**config.mk**
```make
export PLATFORM = sky130hd
export DESIGN_NAME = mem_access_seq
export DESIGN_NICKNAME = d
export VERILOG_FILES = /design/src/rtl/mem_access_seq.sv
export SDC_FILE = /design/constraint.sdc
export NUM_CORES = 1
export LEC_CHECK = 0
export BUFFER_PORTS_ARGS = -buffer_cell sky130_fd_sc_hd__buf_2
export CAP_MARGIN = 20
export CORE_AREA = 2 2 39 41
export CTS_CLUSTER_DIAMETER = 40
export DETAILED_ROUTE_END_ITERATION = 10
export DIE_AREA = 0 0 41 43
export HOLD_SLACK_MARGIN = 0.06
export MAX_ROUTING_LAYER = met4
export PLACE_DENSITY = 0.76
export SLEW_MARGIN = 10
export SYNTH_ARGS = -nofsm -noshare
export SYNTH_HDL_FRONTEND = slang
export SYNTH_SLANG_ARGS = --single-unit
```
**constraint.sdc**
```tcl
create_clock -name Clk -period 3.2 [get_ports Clk]
set_clock_uncertainty 0.15 [all_clocks]
set_input_delay 0 -clock Clk [delete_from_list [all_inputs] [get_ports Clk]]
set_output_delay 0 -clock Clk [all_outputs]
set_load 0.02 [all_outputs]
```
**src/rtl/mem_access_seq.sv**
```systemverilog
// mem_access_seq: Moore sequencer for a single SRAM read or write through the
// external MAR/MDR registers. Drives the MAR/MDR load strobes, the MDR input
// select and the active-low SRAM strobes, with WAIT_CYCLES wait states.
// Outputs are registered from the next-state decode, so they always reflect
// the registered state without any combinational path from the requests.
module mem_access_seq #(
    parameter int WAIT_CYCLES = 2
) (
    input  logic Clk,
    input  logic Reset,
    input  logic rd_req,
    input  logic wr_req,
    output logic ready,
    output logic done,
    output logic LD_MAR,
    output logic LD_MDR,
    output logic MDR_sel,
    output logic mem_CE,
    output logic mem_OE,
    output logic mem_WE
);

    localparam int CNT_W = $clog2(WAIT_CYCLES + 1);
    localparam logic [CNT_W-1:0] CNT_LOAD = CNT_W'(WAIT_CYCLES - 1);
    localparam logic [CNT_W-1:0] CNT_ZERO = {CNT_W{1'b0}};
    localparam logic [CNT_W-1:0] CNT_ONE  = {{(CNT_W-1){1'b0}}, 1'b1};

    // Output vector layout: {ready, done, LD_MAR, LD_MDR, MDR_sel, CE, OE, WE}
    localparam logic [7:0] OUTS_IDLE = 8'b1000_0111;

    generate
        if (WAIT_CYCLES < 1 || WAIT_CYCLES > 15) begin : g_bad_wait_cycles
            $error("mem_access_seq: WAIT_CYCLES must be in 1..15");
        end
    endgenerate

    typedef enum logic [2:0] {
        ST_IDLE    = 3'd0,
        ST_MAR_LD  = 3'd1,
        ST_RD_WAIT = 3'd2,
        ST_RD_CAP  = 3'd3,
        ST_WR_WAIT = 3'd4,
        ST_WR_REC  = 3'd5,
        ST_DONE    = 3'd6
    } state_t;

    state_t           state_r;
    state_t           state_nxt_s;
    logic             op_wr_r;
    logic             op_wr_nxt_s;
    logic [CNT_W-1:0] cnt_r;
    logic [CNT_W-1:0] cnt_nxt_s;
    logic [7:0]       outs_r;
    logic [7:0]       outs_nxt_s;

    // Strobe pattern for each state; the write flag only matters in MAR_LD,
    // where a write also captures the bus data into MDR.
    function automatic logic [7:0] decode_outs(input state_t st, input logic wr);
        logic [7:0] o;
        case (st)
            ST_IDLE:    o = OUTS_IDLE;
            ST_MAR_LD:  o = {3'b001, wr, 1'b0, 3'b111};
            ST_RD_WAIT: o = 8'b0000_0001;
            ST_RD_CAP:  o = 8'b0001_1001;
            ST_WR_WAIT: o = 8'b0000_0010;
            ST_WR_REC:  o = 8'b0000_0011;
            ST_DONE:    o = 8'b0100_0111;
            default:    o = OUTS_IDLE;
        endcase
        return o;
    endfunction

    // Next-state, operation latch and wait-counter logic
    always_comb begin
        state_nxt_s = state_r;
        op_wr_nxt_s = op_wr_r;
        cnt_nxt_s   = CNT_ZERO;
        case (state_r)
            ST_IDLE: begin
                if (rd_req) begin
                    // Read wins when both arrive together; the write is dropped.
                    state_nxt_s = ST_MAR_LD;
                    op_wr_nxt_s = 1'b0;
                end else if (wr_req) begin
                    state_nxt_s = ST_MAR_LD;
                    op_wr_nxt_s = 1'b1;
                end else begin
                    state_nxt_s = ST_IDLE;
                end
            end
            ST_MAR_LD: begin
                cnt_nxt_s = CNT_LOAD;
                if (op_wr_r) begin
                    state_nxt_s = ST_WR_WAIT;
                end else begin
                    state_nxt_s = ST_RD_WAIT;
                end
            end
            ST_RD_WAIT: begin
                if (cnt_r == CNT_ZERO) begin
                    state_nxt_s = ST_RD_CAP;
                end else begin
                    state_nxt_s = ST_RD_WAIT;
                    cnt_nxt_s   = cnt_r - CNT_ONE;
                end
            end
            ST_RD_CAP: begin
                state_nxt_s = ST_DONE;
            end
            ST_WR_WAIT: begin
                if (cnt_r == CNT_ZERO) begin
                    state_nxt_s = ST_WR_REC;
                end else begin
                    state_nxt_s = ST_WR_WAIT;
                    cnt_nxt_s   = cnt_r - CNT_ONE;
                end
            end
            ST_WR_REC: begin
                state_nxt_s = ST_DONE;
            end
            ST_DONE: begin
                state_nxt_s = ST_IDLE;
            end
            default: begin
                // Illegal encoding: fall back to IDLE with no operation pending.
                state_nxt_s = ST_IDLE;
                op_wr_nxt_s = 1'b0;
            end
        endcase
        outs_nxt_s = decode_outs(state_nxt_s, op_wr_nxt_s);
    end

    // State, operation type, wait counter and registered output strobes
    always_ff @(posedge Clk) begin
        if (Reset) begin
            state_r <= ST_IDLE;
            op_wr_r <= 1'b0;
            cnt_r   <= CNT_ZERO;
            outs_r  <= OUTS_IDLE;
        end else begin
            state_r <= state_nxt_s;
            op_wr_r <= op_wr_nxt_s;
            cnt_r   <= cnt_nxt_s;
            outs_r  <= outs_nxt_s;
        end
    end

    assign ready   = outs_r[7];
    assign done    = outs_r[6];
    assign LD_MAR  = outs_r[5];
    assign LD_MDR  = outs_r[4];
    assign MDR_sel = outs_r[3];
    assign mem_CE  = outs_r[2];
    assign mem_OE  = outs_r[1];
    assign mem_WE  = outs_r[0];

endmodule

```
==> impl_metrics.toml <==
[routing]
drt-pass1-iter-count = 4
wl_um = 971
vias = 455
detail-route-antenna-nets = 0
drt_iter0_markers = 2
wl_per_cell_um = 10.7
drcViolationCount = 0
vias_per_cell = 5.00

[place]
gp_congestion = 0.807
dpl.hpwl_um = 675
pre_cts_ws_ns = 1.85
io_buffers = 11

[synth]
synthCells = 60
synth-xor-area-share = 0.0273
synth-main-ff-cell = "dfxtp_1"
yosys.area_share.simple = 0.279
yosys_warnings = 0
synthAdderAreaFrac = 0
ys_async_sr_fraction = 0
synthMuxAreaShare = 0.0252
syn_avg_cell_area_um2 = 9.93
post-synth-top-count-cell = "dfxtp_1"
syn-num-nets = 64
yosysSeqAreaShare = 0.471
synth_top_family_by_area = "simple AND/OR/NAND/NOR gates"
synth_compound_area_frac = 0.122
synth_seq_cells = 14
syn_area_um2 = 596
synthTopCellsByCount = "14 x dfxtp_1, 6 x nor2_1, 5 x nand2_1, 4 x a21oi_1"
synthTopCellsByArea = "dfxtp_1 47%, buf_6 5.7%, nor2_1 3.8%"
synth_area_leader_cell = "dfxtp_1"
yosysUniqueCellTypes = 25
synth_edf_count = 0
synth_top_area_share = 0.471

[critical_path]
critical-path-max-stage-delay_ns = 0.63
cp_num_buf_inv = 1
cp-start-kind = "flip-flop"
worstSetupPathType = "flip-flop to flip-flop"
cp_slowest_cell = "dfxtp_1"
r2r_cells = 3
end_kind = "flip-flop"
r2r_end = "op_wr_r"
path_max_fanout = 14
worstPathCellList = "nor3_1, a221oi_1, dlygate4sd3_1"
r2r_slack_ns = 1.30
critPathTopFamily = "flip-flops"
worstPathArrival_ns = 1.96
worstReg2RegStart = "state_r[1]"
cp.required_ns = 3.26

[power]
peakVddDrop_uv = 273
p_per_area_nw_per_um2 = 781
cellLeakagePower_uw = 0.000295

[timing]
max_clock_freq_mhz = 526
rsz0062_at_grt = "false"
tightest_slew_ns = 0.489
finalHoldViolations = 0
finalSetupViolCount = 0
hold_slack_ns = 0.319
post-route-min-period_ns = 1.90
slew_violations = 0
fin_tns_setup_ns = 0
post-route-period-util = 0.594
slew_headroom = 0.674
setup_slack_ns = 1.30

[floorplan]
die_y_um = 43
start_util = 0.430
die_area_um2 = 1760
rows = 14
io_pins = 12
die_w_um = 41
core_area_um2 = 1380

[cells_and_area]
n_antenna_cell = 0
drive_gt1_frac = 0.307
syn2layout_area_growth_pct = 17.9
nNetsFinal = 81

[global_route]
grt_usage = 0.146
grt_pass1_vias = 385
antenna_found_initial = 0
grt_pass1_wl_mm = 1.63
overflow = 0
grt_max_degree = 15

[clock_network]
root_buffer = "clkbuf_4"
h-tree-depth = 1
holdBufCountCts = 5
cts_tree = "built"
ctsResizeCount = 0
numCtsBuffers = 3
cts_setup_buffers = 0
cts_buffer_depth = 2
clk_latency_ns = 0.27
clk_pin_slew_ns = 0.08
clock-sinks = 14

[min_path]
hold_path.class = "flip-flop to flip-flop"
worstHoldEndpoint = "cnt_r[1]"
holdPathStages = 2
hp-start = "cnt_r[1]"

[job]
max_cap_violations = 0

[run_status]
outcome = "completed"
## tightest hold or removal path: cells and delay by family, from the launching register on
family | cells | cell delay [ns]
DFF | 1 | 0.32
and+or+nand+nor | 2 | 0.10
## layout by cell type, fill, tap and decap left out
cell type	Yosys	layout
buf_2	0	11
o21ai_0	3	3
nand2b_2	1	1
nor3_2	2	2
nand2_2	1	1
xor2_2	1	1
a221oi_1	1	1
o22ai_1	1	1
nor4b_2	1	1
nand2b_1	2	2
or3b_2	1	1
dlygate4sd3_1	0	5
nor4b_1	1	1
nor3_1	3	3
a21oi_1	4	4
inv_1	1	1
nor2_1	6	6
and3b_2	1	1
nor3b_1	1	1
dfxtp_1	14	14
o21bai_1	1	1
clkbuf_4	0	3
a21o_1	2	2
and3_1	2	2
mux2_4	1	1
nand2_1	5	5
## area by class of cell
type | instances | area (um2)
fill | 125 | 682
sequential | 14 | 280
multi-input combinational | 41 | 270
timing repair buffer | 16 | 105
clock buffer | 3 | 22.5
tap | 16 | 20.0
inverter | 1 | 3.75
## worst max-delay path by stage
stage	from	end	cells past startpoint
final	state_r[1]	op_wr_r	3
after global routing	state_r[1]	op_wr_r	4
after CTS	state_r[1]	state_r[0]	4
after detailed placement	state_r[1]	outs_r[2]	3
after global placement	state_r[1]	outs_r[2]	3
after floorplan	state_r[1]	outs_r[1]	4
## metal layers
layer  up-vias  global-route usage  part of all wire
li1        239                   -                 -
met1       205               0.177              0.45
met2         9               0.197              0.49
met3         2              0.0314             0.035
met4         0               0.120             0.020
met5         -                   -                 0
## registers in the layout, indices dropped and copies added, names as in the netlist
signal and cells:
outs_r 8, op_wr_r 1, cnt_r 2, state_r 3
## per-stage QoR
stage / instance area [um2] / power (uW) / cells / utilization
after floorplan: 596 / 422 / 60 / -
after global placement: 629 / 438 / 83 / 0.455
after detailed placement: 629 / 444 / 83 / 0.455
after CTS: 702 / 554 / 91 / 0.507
after global routing: 702 / 591 / 91 / 0.507
final: 702 / 548 / 91 / 0.507
## cell families (layout without fill, tap and decap cells)
| group | after synthesis | count (layout) |
|---|---|---|
| buf+inv | 5 | 20 |
| simple gates | 27 | 27 |
| compound gates | 12 | 12 |
| flops | 14 | 14 |
| mux | 1 | 1 |
| xor+xnor | 1 | 1 |
## where the power goes
group          switching (uW)  leakage (uW)  total (uW)  internal, uW
clock network            50.0     0.0000138        93.4          43.5
logic                    96.6      0.000166         189          92.4
registers                52.0      0.000115         266           214
total                     199      0.000295         548           350
No activity file was read; power rests on OpenSTA's default activity.
